<file path="config.mk">
export PLATFORM = sky130hd
export DESIGN_NAME = fb_pixel_writer
export DESIGN_NICKNAME = d
export VERILOG_FILES = /design/src/rtl/fb_pixel_writer.sv
export SDC_FILE = /design/constraint.sdc
export NUM_CORES = 1
export LEC_CHECK = 0
export ABC_AREA = 1
export BUFFER_PORTS_ARGS = -buffer_cell sky130_fd_sc_hd__buf_2
export CORE_MARGIN = 2
export CORE_UTILIZATION = 40
export DETAILED_ROUTE_END_ITERATION = 6
export PLACE_DENSITY = 0.65
export SYNTH_ARGS = -nofsm -noshare
export SYNTH_HDL_FRONTEND = slang
export SYNTH_SLANG_ARGS = --single-unit
</file>
<file path="constraint.sdc">
create_clock -name clk -period 3.81 [get_ports clk]
set_input_delay 0.762 -clock clk [delete_from_list [all_inputs] [get_ports clk]]
set_output_delay 0.762 -clock clk [all_outputs]
set_load 0.03 [all_outputs]
</file>
<file path="src/rtl/fb_pixel_writer.sv">
// fb_pixel_writer
//   Write side of the SDRAM framebuffer. Accepts a raster-ordered RGB565
//   pixel stream, packs it into aligned BURST-word bursts held in a ping-pong
//   buffer, and issues each burst to the SDRAM controller write port using
//   the same bank/row/col mapping as the scan-out reader
//   (linear = 4096*y + x; bank = x[9:8], row = {y, x[11:10]}, col = x[7:0]).
//
// Ports
//   clk, reset_n             system clock, async active-low reset
//   i_pix_valid/sof/data     pixel stream in; o_pix_ready back-pressure
//   o_wr_req/bank/row/col    burst request, held until i_wr_ack
//   i_wr_data_rd, o_wr_data  burst data, one word per strobe
//   o_frame_done             one-cycle pulse after the last burst of a frame
//
// Optional build macro FB_WR_STATS_EN adds o_burst_cnt (completed bursts,
// wrapping) and o_drop_cnt (pixels discarded by start-of-frame, saturating).
//
// FSM
//   state  | meaning
//   IDLE   | no buffer half ready for the controller
//   REQ    | o_wr_req high, address of oldest ready half on the bus
//   DATA   | streaming words of that half, one per i_wr_data_rd

module fb_pixel_writer #(
    parameter int H_RES = 1280,
    parameter int V_RES = 720,
    parameter int BURST = 8
) (
    input  logic        clk,
    input  logic        reset_n,
    input  logic        i_pix_valid,
    input  logic        i_pix_sof,
    input  logic [15:0] i_pix_data,
    output logic        o_pix_ready,
    output logic        o_wr_req,
    output logic [1:0]  o_wr_bank,
    output logic [11:0] o_wr_row,
    output logic [7:0]  o_wr_col,
    input  logic        i_wr_ack,
    input  logic        i_wr_data_rd,
    output logic [15:0] o_wr_data,
    output logic        o_frame_done
`ifdef FB_WR_STATS_EN
    ,
    output logic [15:0] o_burst_cnt,
    output logic [15:0] o_drop_cnt
`endif
);

    localparam int KW = (BURST > 1) ? $clog2(BURST) : 1;

    localparam logic [1:0] S_IDLE = 2'd0;
    localparam logic [1:0] S_REQ  = 2'd1;
    localparam logic [1:0] S_DATA = 2'd2;

    logic [1:0]    state;
    logic          rdy_q;
    logic          done_q;
    logic [11:0]   x;
    logic [9:0]    y;
    logic          fill_sel;
    logic          drain_sel;
    logic [KW-1:0] fill_cnt;
    logic [KW-1:0] rd_k;
    logic [1:0]    full;
    logic [1:0]    last;
    logic [1:0]    bank_h [2];
    logic [11:0]   row_h  [2];
    logic [7:0]    col_h  [2];
    logic [15:0]   mem    [2][BURST];

    logic          pix_acc;
    logic          sof_acc;
    logic [KW-1:0] wr_idx;
    logic [11:0]   px;
    logic [9:0]    py;
    logic          half_done;
    logic          eol;
    logic          eof;
    logic          burst_end;
    logic [1:0]    ready_now;

    always_comb begin
        pix_acc   = i_pix_valid & o_pix_ready;
        sof_acc   = pix_acc & i_pix_sof;
        // A start-of-frame pixel restarts both the position and the fill half.
        wr_idx    = sof_acc ? '0 : fill_cnt;
        px        = sof_acc ? 12'd0 : x;
        py        = sof_acc ? 10'd0 : y;
        half_done = pix_acc && (wr_idx == KW'(BURST - 1));
        eol       = (px == 12'(H_RES - 1));
        eof       = eol && (py == 10'(V_RES - 1));
        burst_end = (state == S_DATA) && i_wr_data_rd && (rd_k == KW'(BURST - 1));
        // A half completing this cycle counts as ready so the request can
        // go out on the very next cycle.
        ready_now = full;
        if (half_done) begin
            ready_now[fill_sel] = 1'b1;
        end
    end

    assign o_pix_ready  = rdy_q & ~(full[0] & full[1]);
    assign o_wr_req     = (state == S_REQ);
    assign o_wr_bank    = bank_h[drain_sel];
    assign o_wr_row     = row_h[drain_sel];
    assign o_wr_col     = col_h[drain_sel];
    assign o_wr_data    = (state == S_DATA) ? mem[drain_sel][rd_k] : 16'd0;
    assign o_frame_done = done_q;

    // Buffer storage carries no reset; it is only observed in DATA.
    always_ff @(posedge clk) begin
        if (pix_acc) begin
            mem[fill_sel][wr_idx] <= i_pix_data;
        end
    end

    always_ff @(posedge clk or negedge reset_n) begin
        if (!reset_n) begin
            state     <= S_IDLE;
            rdy_q     <= 1'b0;
            done_q    <= 1'b0;
            x         <= '0;
            y         <= '0;
            fill_sel  <= 1'b0;
            drain_sel <= 1'b0;
            fill_cnt  <= '0;
            rd_k      <= '0;
            full      <= '0;
            last      <= '0;
            bank_h[0] <= '0;
            bank_h[1] <= '0;
            row_h[0]  <= '0;
            row_h[1]  <= '0;
            col_h[0]  <= '0;
            col_h[1]  <= '0;
        end else begin
            rdy_q  <= 1'b1;
            done_q <= 1'b0;

            if (pix_acc) begin
                if (wr_idx == '0) begin
                    bank_h[fill_sel] <= px[9:8];
                    row_h[fill_sel]  <= {py, px[11:10]};
                    col_h[fill_sel]  <= px[7:0];
                end
                if (eol) begin
                    x <= '0;
                    y <= (py == 10'(V_RES - 1)) ? 10'd0 : py + 10'd1;
                end else begin
                    x <= px + 12'd1;
                    y <= py;
                end
                if (half_done) begin
                    full[fill_sel] <= 1'b1;
                    last[fill_sel] <= eof;
                    fill_sel       <= ~fill_sel;
                    fill_cnt       <= '0;
                end else begin
                    fill_cnt <= wr_idx + KW'(1);
                end
            end

            // The fill half is never full, so the set above and the clear
            // below always address different halves.
            case (state)
                S_IDLE: begin
                    if (ready_now[drain_sel]) begin
                        state <= S_REQ;
                    end
                end
                S_REQ: begin
                    if (i_wr_ack) begin
                        state <= S_DATA;
                        rd_k  <= '0;
                    end
                end
                S_DATA: begin
                    if (i_wr_data_rd) begin
                        if (burst_end) begin
                            full[drain_sel] <= 1'b0;
                            done_q          <= last[drain_sel];
                            drain_sel       <= ~drain_sel;
                            rd_k            <= '0;
                            state <= ready_now[~drain_sel] ? S_REQ : S_IDLE;
                        end else begin
                            rd_k <= rd_k + KW'(1);
                        end
                    end
                end
                default: state <= S_IDLE;
            endcase
        end
    end

`ifdef FB_WR_STATS_EN
    logic [16:0] drop_sum;
    assign drop_sum = {1'b0, o_drop_cnt} + 17'(fill_cnt);

    always_ff @(posedge clk or negedge reset_n) begin
        if (!reset_n) begin
            o_burst_cnt <= '0;
            o_drop_cnt  <= '0;
        end else begin
            if (burst_end) begin
                o_burst_cnt <= o_burst_cnt + 16'd1;
            end
            if (sof_acc && (fill_cnt != '0)) begin
                o_drop_cnt <= drop_sum[16] ? 16'hFFFF : drop_sum[15:0];
            end
        end
    end
`else
    // Statistics counters are not built.
`endif

endmodule

</file>
==> flow_metrics.env, run 1 <==
export IMPL_outcome="finished, final reports clean"
export IMPL_synthCells=1246
export IMPL_post_route_period_util_pct=91.7
export IMPL_hold_class="in -> async"
export IMPL_clock_path_buffers=3
export IMPL_fmax_mhz=286
export IMPL_die_w_um=192
export IMPL_synth_xor_area_share_pct=0.434
export IMPL_max_cap_violations=0
export IMPL_post_cts_buffers=0
export IMPL_grt_busiest_layer="met2"
export IMPL_setup_tns_ns=0
export IMPL_tightest_slew_ns=1.04
export IMPL_use_met3_pct=3.01
export IMPL_synth_compound_area_share_pct=12.2
export IMPL_clk_pin_slew_ns=0.06
export IMPL_core_area_sq_um=34600
export IMPL_synthAdderAreaFrac_pct=0.620
export IMPL_placed_cell_area_sq_um=15000
export IMPL_nFillCells=3085
export IMPL_ys_warn_count=0
export IMPL_fin_area_sq_um=16200
export IMPL_crit_type="reg -> out"
export IMPL_cp_end_kind="output pin"
export IMPL_synth_top_cell_by_area="edfxtp_1"
export IMPL_io_pins=63
export IMPL_critPathLaunchType="register"
export IMPL_routed_wl_mm=33.8
export IMPL_gr_total_overflow=0
export IMPL_dp_slack_ns=0.815
export IMPL_hold_viol=0
export IMPL_postCtsHoldBufs=0
export IMPL_timing_final_crit_period_ns=3.49
export IMPL_place_congestion=0.814
export IMPL_fp_row_count=68
export IMPL_synthFlopType="edfxtp_1"
export IMPL_setup_viol=0
export IMPL_synth_edf_count=256
export IMPL_port_buffers=62
export IMPL_cts_sinks=338
export IMPL_die_y_um=192
export IMPL_fin_nets=1335
export IMPL_area_growth_pct=14.6
export IMPL_async_flop_share_pct=24.3
export IMPL_worstSkewPairLatency_ns=0.54
export IMPL_wl_per_cell_um=18.9
export IMPL_critPathRequiredTime_ns=3.05
export IMPL_rsz0062_at_grt="no"
export IMPL_drc=0
export IMPL_dr_total_vias=9616
export IMPL_synthDistinctLibCells=37
export IMPL_h_tree_depth=2
export IMPL_mostFrequentLayoutCell="edfxtp_1"
export IMPL_relSlewSlack_pct=30.6
export IMPL_grt_antenna_before_repair=1
export IMPL_cts_root_buf="clkbuf_16"
export IMPL_grt_use_met1_pct=25.1
export IMPL_cts_tree="done"
export IMPL_synth_top_area_share_pct=54.4
export IMPL_grt_max_degree=154
export IMPL_drive_gt1_share_pct=14.0
export IMPL_irDropWorstVdd_v=0.000309
export IMPL_ys_seq_area_share_pct=68.9
export IMPL_power_leakage_nw=6.00
export IMPL_cp_max_fo=153
export IMPL_crit_arrival_ns=2.73
export IMPL_crit_start="drain_sel$_DFFE_PN0P_"
export IMPL_postCtsResizedCells=0
export IMPL_synth_area_top_cells="edfxtp_1 (54%), dfrtp_1 (15%), o21ai_0 (6.4%), nand2_1 (6.3%), nor2_1 (4.1%)"
export IMPL_syn_avg_cell_area_sq_um=11.3
export IMPL_powerDensity_nw_per_um2=531
export IMPL_muxShareOfSynthArea_pct=0
export IMPL_use_met2_pct=30.8
export IMPL_dr_pass1_iters=6
export IMPL_grt_pass1_vias=9370
export IMPL_setup_slack_ns=0.317
export IMPL_synth_top_family_by_area="simple AND/OR/NAND/NOR gates"
export IMPL_reg2reg_from="full[1]$_DFF_PN0_"
export IMPL_antenna_left=0
export IMPL_numCtsBuffers=37
export IMPL_grt_pass1_wl_mm=52.9
export IMPL_drt_iter0_drc=892
export IMPL_synth_net_count=1275
export IMPL_synth_seq_cells=338
export IMPL_fin_skew_ns=0.0389
export IMPL_syn_area_sq_um=14100
export IMPL_post_route_util_pct=46.8
export IMPL_final_cell_mix="edfxtp_1 (256), nand2_1 (239), o21ai_0 (181)"
export IMPL_synth_simple_area_share_pct=14.2
export IMPL_die_area_sq_um=36900
export IMPL_viasPerCell=5.37
export IMPL_grt_usage_pct=18.7
export IMPL_initial_utilization_pct=40.8
export IMPL_slew_violations=0
export IMPL_hpwlAfterDp_mm=19.6
==> flip-flops by register name (all words and copies together), names as in the netlist, 3 cells and up <==
register  flops
mem         256
x            12
row_h        24
rd_k          3
col_h        16
bank_h        4
fill_cnt      3
y            10
==> per-stage QoR <==
stage          hold slack, ns  std cells  power, mW
2_1_floorplan           0.449       1246       4.93
3_3_place_gp            0.464       1722       5.31
3_5_place_dp            0.469       1722       5.34
4_1_cts                 0.450       1789       8.65
5_1_grt                 0.501       1790       8.94
6_report                0.392       1790       8.60
==> area by class of cell <==
| cell class | instances | area, sq um | area share (%) |
|---|---|---|---|
| clock buffer | 49 | 991 | 6.12 |
| tap | 455 | 569 | 3.52 |
| timing repair buffer | 97 | 601 | 3.71 |
| antenna | 1 | 2.50 | 0.0155 |
| multi-input combinational | 789 | 3960 | 24.5 |
| clock inverter | 18 | 159 | 0.981 |
| sequential | 338 | 9750 | 60.2 |
| inverter | 43 | 164 | 1.01 |
==> layer usage <==
metal	share of wire, %	up-vias
met2	48	260
met4	2.7	0
li1	-	4561
met5	0	-
met1	44	4736
met3	4.9	59
==> synth_stat cells, types with 4 or more instances <==
cell type	instances
a21oi_1	22
nand3_2	6
buf_2	16
o21ai_1	6
o21ai_0	181
nand3b_1	4
dfrtp_1	82
buf_6	4
nand2_1	239
nand3_1	42
o22ai_1	20
nor2_1	155
inv_1	39
o221ai_1	45
xor2_1	6
nand2_2	4
nor3_1	12
edfxtp_1	256
clkbuf_1	53
o211ai_1	19
ha_1	7
==> power by group <==
group	switching [mW]	internal (mW)
sequential	0.0551	4.03
combinational	0.870	0.311
clock	1.41	1.92
total	2.34	6.26
==> worst max-delay path, stage by stage (launching register included) <==
cell and delay (ns):
dfrtp_4 0.44, buf_12 0.48, o21ai_0 0.23, o221ai_1 0.22
o211ai_1 0.15, a21oi_1 0.32, buf_2 0.27
==> logic make-up after synthesis <==
family	Yosys count
simple gates	478
flops	338
compound gates	296
buf+inv	119
xor+xnor	7
fa+ha+maj	7
other cells	1
==> worst paths after layout <==
kind | to | slack, ns | cells past startpoint
max | o_wr_data[2] | 0.32 | 6
min | row_h[7]$_DFFE_PN0P_ | 0.39 | 1
max reg2reg | bank_h[3]$_DFFE_PN0P_ | 1.26 | 8
min reg2reg | row_h[11]$_DFFE_PN0P_ | 0.48 | 2
max in group asynchronous | drain_sel$_DFFE_PN0P_ | 2.58 | 1
min in group clk | row_h[11]$_DFFE_PN0P_ | 0.48 | 2
Power figures use the tool's default switching activity.
==> run 2: changes to the inputs <==
--- a/config.mk
+++ b/config.mk
@@ -9,6 +9,7 @@
 export BUFFER_PORTS_ARGS = -buffer_cell sky130_fd_sc_hd__buf_2
 export CORE_MARGIN = 2
 export CORE_UTILIZATION = 40
+export CTS_BUF_LIST = sky130_fd_sc_hd__clkbuf_4 sky130_fd_sc_hd__clkbuf_8
 export DETAILED_ROUTE_END_ITERATION = 6
 export PLACE_DENSITY = 0.65
 export SYNTH_ARGS = -nofsm -noshare
==> run 2 against run 1 <==
- worst setup slack worse by 0.12 ns
- hold slack lost 0.069 ns
- global-route usage grew 0.19 points
- flip-flop and latch count unchanged
- fmax decreased by 3.3%
- clock power is 6.0% lower
- wire length grew 0.90%
- sequential power hardly changed
- final area fell by 0.23%
- critical endpoint is now o_wr_data[11]
==> flow_metrics.env, run 2 (synthesized netlist as in run 1, its figures left out) <==
export IMPL_mostFrequentLayoutCell="edfxtp_1"
export IMPL_slew_violations=0
export IMPL_grt_antenna_before_repair=1
export IMPL_routed_wl_mm=34.1
export IMPL_postCtsHoldBufs=0
export IMPL_die_w_um=192
export IMPL_area_growth_pct=14.3
export IMPL_fmax_mhz=277
export IMPL_crit_buf_inv=3
export IMPL_rsz0062_at_grt="no"
export IMPL_post_route_util_pct=46.7
export IMPL_initial_utilization_pct=40.8
export IMPL_dr_pass1_iters=5
export IMPL_antenna_left=0
export IMPL_clock_path_buffers=3
export IMPL_post_cts_buffers=0
export IMPL_postCtsResizedCells=0
export IMPL_post_route_period_util_pct=94.8
export IMPL_clk_pin_slew_ns=0.06
export IMPL_core_area_sq_um=34600
export IMPL_drc=0
export IMPL_cts_sinks=338
export IMPL_timing_final_crit_period_ns=3.61
export IMPL_hold_viol=0
export IMPL_critPathLaunchType="register"
export IMPL_setup_viol=0
export IMPL_grt_usage_pct=18.9
export IMPL_top_register="mem"
export IMPL_setup_tns_ns=0
export IMPL_power_leakage_nw=6.03
export IMPL_fp_row_count=68
export IMPL_crit_type="reg -> out"
export IMPL_fin_total_pwr_mw=8.39
export IMPL_cts_root_buf="clkbuf_8"
export IMPL_powerDensity_nw_per_um2=520
export IMPL_reg_largest_list="mem (256), row_h (24), col_h (16)"
export IMPL_port_buffers=62
export IMPL_drt_iter0_drc=903
export IMPL_dr_total_vias=9718
export IMPL_final_cell_mix="edfxtp_1 (256), nand2_1 (239), o21ai_0 (181)"
export IMPL_crit_slowest_cell="clkinv_1"
export IMPL_fin_skew_ns=0.0409
export IMPL_cp_end_kind="output pin"
export IMPL_grt_max_degree=154
export IMPL_viasPerCell=5.34
export IMPL_cts_tree="done"
export IMPL_place_congestion=0.814
export IMPL_hpwlAfterDp_mm=19.6
export IMPL_cp_cell_sequence="clkinv_1 -> buf_4 -> o21ai_0 -> o22ai_1 -> o211ai_1 -> a21oi_1 -> buf_2"
export IMPL_grt_pass1_wl_mm=53.3
export IMPL_worst_path_largest_cell_delay_ns=0.55
export IMPL_worstSkewPairLatency_ns=0.62
export IMPL_wl_per_cell_um=18.7
export IMPL_fin_nets=1352
export IMPL_cp_top_family="buffers and inverters"
export IMPL_hold_class="in -> async"
export IMPL_critPathRequiredTime_ns=3.05
export IMPL_irDropWorstVdd_v=0.000244
export IMPL_cp_max_fo=26
export IMPL_drive_gt1_share_pct=16.6
export IMPL_numCtsBuffers=54
export IMPL_grt_pass1_vias=9546
export IMPL_gr_total_overflow=0
export IMPL_io_pins=63
export IMPL_die_y_um=192
export IMPL_max_cap_violations=0
export IMPL_outcome="finished, final reports clean"
export IMPL_die_area_sq_um=36900
export IMPL_relSlewSlack_pct=30.5
export IMPL_largest_reg_flops=256
export IMPL_tightest_slew_ns=1.04
export IMPL_h_tree_depth=2
export IMPL_crit_arrival_ns=2.85
run 2: cell count changes in the layout (fill, tap and decap cells not counted), sizes merged:
cell    delta
inv        +1
clkbuf    +31
clkinv     -2
run 2: metal layers:
metal  part of all wire, %  GRT usage [%]  routed length, um  vias to the layer above
li1                      -              -                  -                     4606
met3                   5.9           3.42               2000                       64
met2                    48           31.1              16300                      306
met1                    44           25.1              14900                     4742
met4                   2.7           6.54                929                        0
met5                     0              0                  0                        -
run 2: path summary, 6_finish.rpt:
path,endpoint,startpoint,slack (ns),cells past startpoint
max in group asynchronous,drain_sel$_DFFE_PN0P_,reset_n,2.67,1
min,row_h[7]$_DFFE_PN0P_,reset_n,0.32,1
max reg2reg,bank_h[3]$_DFFE_PN0P_,full[0]$_DFF_PN0_,1.25,8
min in group clk,row_h[11]$_DFFE_PN0P_,row_h[11]$_DFFE_PN0P_,0.48,2
min reg2reg,row_h[11]$_DFFE_PN0P_,row_h[11]$_DFFE_PN0P_,0.48,2
max,o_wr_data[11],rd_k[0]$_DFFE_PN0P_,0.20,7
run 2: cell type report:
cell class	count	area, sq um
Tap cell	455	569
Multi-Input combinational cell	789	3960
Sequential cell	338	9750
Timing Repair Buffer	97	601
Clock inverter	17	124
Fill cell	3117	18500
Antenna cell	1	2.50
Clock buffer	80	988
Inverter	43	164
run 2: report_power, final:
| part | switching [mW] | internal, mW | total, mW |
|---|---|---|---|
| Clock | 1.39 | 1.73 | 3.13 |
| Sequential | 0.0557 | 4.03 | 4.09 |
| Combinational | 0.868 | 0.311 | 1.18 |
| Total | 2.32 | 6.08 | 8.39 |
run 2: per-stage QoR:
| step | cell area (sq um) | std cells | hold WS, ns | setup WS, ns |
|---|---|---|---|---|
| finish | 16200 | 1820 | 0.323 | 0.198 |
| global route | 16200 | 1820 | 0.403 | 0.00553 |
| CTS | 16200 | 1819 | 0.355 | 0.182 |
| detailed placement | 15000 | 1722 | 0.469 | 0.815 |
| global placement | 15000 | 1722 | 0.464 | 0.867 |
| floorplan | 14100 | 1246 | 0.449 | 0.733 |
==> run 3: changes to the inputs <==
--- a/config.mk
+++ b/config.mk
@@ -6,8 +6,7 @@
 export NUM_CORES = 1
 export LEC_CHECK = 0
 export ABC_AREA = 1
-export BUFFER_PORTS_ARGS = -buffer_cell sky130_fd_sc_hd__buf_2
-export CORE_MARGIN = 2
+export BUFFER_PORTS_ARGS = -buffer_cell sky130_fd_sc_hd__clkbuf_2
 export CORE_UTILIZATION = 40
 export CTS_BUF_LIST = sky130_fd_sc_hd__clkbuf_4 sky130_fd_sc_hd__clkbuf_8
 export DETAILED_ROUTE_END_ITERATION = 6
==> run 3 against run 2 <==
- fmax decreased by 1.5%
- power up 1.5%
- clock power rose by 4%
- die area fell by 2.1%
- critical path type unchanged
- first-iteration DRC count decreased by 13%
- count of clock-buffer cells in the layout is 11 higher
- cell count up 0.60%
- combinational power is essentially flat
- final area rose by 0.50%
==> flow_metrics.env, run 3 (synthesized netlist as in run 1, its figures left out) <==
export IMPL_largest_reg_flops=256
export IMPL_dr_pass1_iters=5
export IMPL_crit_arrival_ns=2.90
export IMPL_hold_class="in -> async"
export IMPL_gr_total_overflow=0
export IMPL_routed_wl_mm=34.4
export IMPL_fin_nets=1358
export IMPL_critPathRequiredTime_ns=3.05
export IMPL_area_growth_pct=14.9
export IMPL_diodes=0
export IMPL_power_leakage_nw=6.06
export IMPL_postCtsResizedCells=0
export IMPL_crit_slowest_cell="buf_12"
export IMPL_core_area_sq_um=34600
export IMPL_hold_viol=0
export IMPL_die_area_sq_um=36100
export IMPL_setup_tns_ns=0
export IMPL_grt_max_degree=154
export IMPL_fmax_mhz=273
export IMPL_irDropWorstVdd_v=0.000314
export IMPL_fin_skew_ns=0.0408
export IMPL_postCtsHoldBufs=0
export IMPL_rsz0062_at_grt="no"
export IMPL_mostFrequentLayoutCell="edfxtp_1"
export IMPL_grt_pass1_wl_mm=53.5
export IMPL_cts_sinks=338
export IMPL_grt_pass1_vias=9693
export IMPL_die_y_um=190
export IMPL_critPathLaunchType="register"
export IMPL_worst_path_largest_cell_delay_ns=0.48
export IMPL_fin_cells=1831
export IMPL_reg_largest_list="mem (256), row_h (24), col_h (16)"
export IMPL_io_pins=63
export IMPL_max_cap_violations=0
export IMPL_crit_type="reg -> out"
export IMPL_relSlewSlack_pct=46.7
export IMPL_h_tree_depth=2
export IMPL_cp_max_fo=153
export IMPL_top_register="mem"
export IMPL_drive_gt1_share_pct=17.6
export IMPL_tightest_slew_ns=0.799
export IMPL_dr_total_vias=9806
export IMPL_grt_antenna_before_repair=0
export IMPL_viasPerCell=5.36
export IMPL_cts_tree="done"
export IMPL_cp_end_kind="output pin"
export IMPL_drc=0
export IMPL_powerDensity_nw_per_um2=525
export IMPL_grt_usage_pct=19.3
export IMPL_fin_area_sq_um=16200
export IMPL_timing_final_crit_period_ns=3.67
export IMPL_slew_violations=0
export IMPL_drt_iter0_drc=782
export IMPL_placed_cell_area_sq_um=15100
export IMPL_clock_path_buffers=3
export IMPL_antenna_left=0
export IMPL_cp_cell_sequence="buf_12 -> o21ai_0 -> o221ai_1 -> o211ai_1 -> a21oi_1 -> clkbuf_2"
export IMPL_post_cts_buffers=0
export IMPL_hpwlAfterDp_mm=19.6
export IMPL_cts_root_buf="clkbuf_8"
export IMPL_place_inst=1726
export IMPL_numCtsBuffers=56
export IMPL_initial_utilization_pct=40.8
export IMPL_outcome="finished, final reports clean"
export IMPL_fp_row_count=68
export IMPL_clk_pin_slew_ns=0.06
export IMPL_setup_viol=0
export IMPL_port_buffers=62
export IMPL_whs_ns=0.183
export IMPL_die_w_um=190
export IMPL_wl_per_cell_um=18.8
export IMPL_post_route_period_util_pct=96.2
export IMPL_place_congestion=0.821
export IMPL_final_cell_mix="edfxtp_1 (256), nand2_1 (239), o21ai_0 (181)"
export IMPL_worstSkewPairLatency_ns=0.64
==> run 3: layer usage <==
layer  track usage [%]  vias up  wire [um]
met5                 0        -          0
met4              7.13        0        863
li1                  -     4618          -
met1              25.4     4783      14900
met2              31.7      346      16500
met3              3.74       59       2180
==> run 3: worst max-delay path: cells and delay by family (launching register included) <==
family                 cells  cell delay, ns
flip-flops                 1            0.44
AO/OA/AOI/OAI              4            0.94
buffers and inverters      2            0.76
==> run 3: power breakdown <==
group	switching (mW)	internal [mW]
clock network	1.44	1.81
logic	0.873	0.312
registers	0.0561	4.03
==> run 3: worst paths after layout <==
path	start	end	slack [ns]	cells after the start
max in group asynchronous	reset_n	bank_h[0]$_DFFE_PN0P_	2.79	2
min in group clk	i_wr_ack	state[1]$_DFFE_PN0P_	0.43	3
max	drain_sel$_DFFE_PN0P_	o_wr_data[2]	0.14	6
min	reset_n	row_h[3]$_DFFE_PN0P_	0.18	1
min reg2reg	bank_h[2]$_DFFE_PN0P_	bank_h[2]$_DFFE_PN0P_	0.48	2
max reg2reg	full[1]$_DFF_PN0_	x[5]$_DFFE_PN0N_	1.19	12
==> run 3: per-stage QoR <==
stage | power, mW | worst slack (ns) | util (%)
2_1_floorplan | 4.93 | 0.733 | -
3_3_place_gp | 5.32 | 0.877 | 43.5
3_5_place_dp | 5.34 | 0.837 | 43.5
4_1_cts | 8.57 | 0.151 | 46.9
5_1_grt | 8.86 | 0.0119 | 46.9
6_report | 8.52 | 0.143 | 46.9
==> run 3: layout make-up <==
type	count	area, sq um
Clock inverter	14	82.6
Clock buffer	91	1080
Tap cell	455	569
Multi-Input combinational cell	789	3960
Timing Repair Buffer	101	631
Sequential cell	338	9750
Inverter	43	164
Fill cell	3146	18400
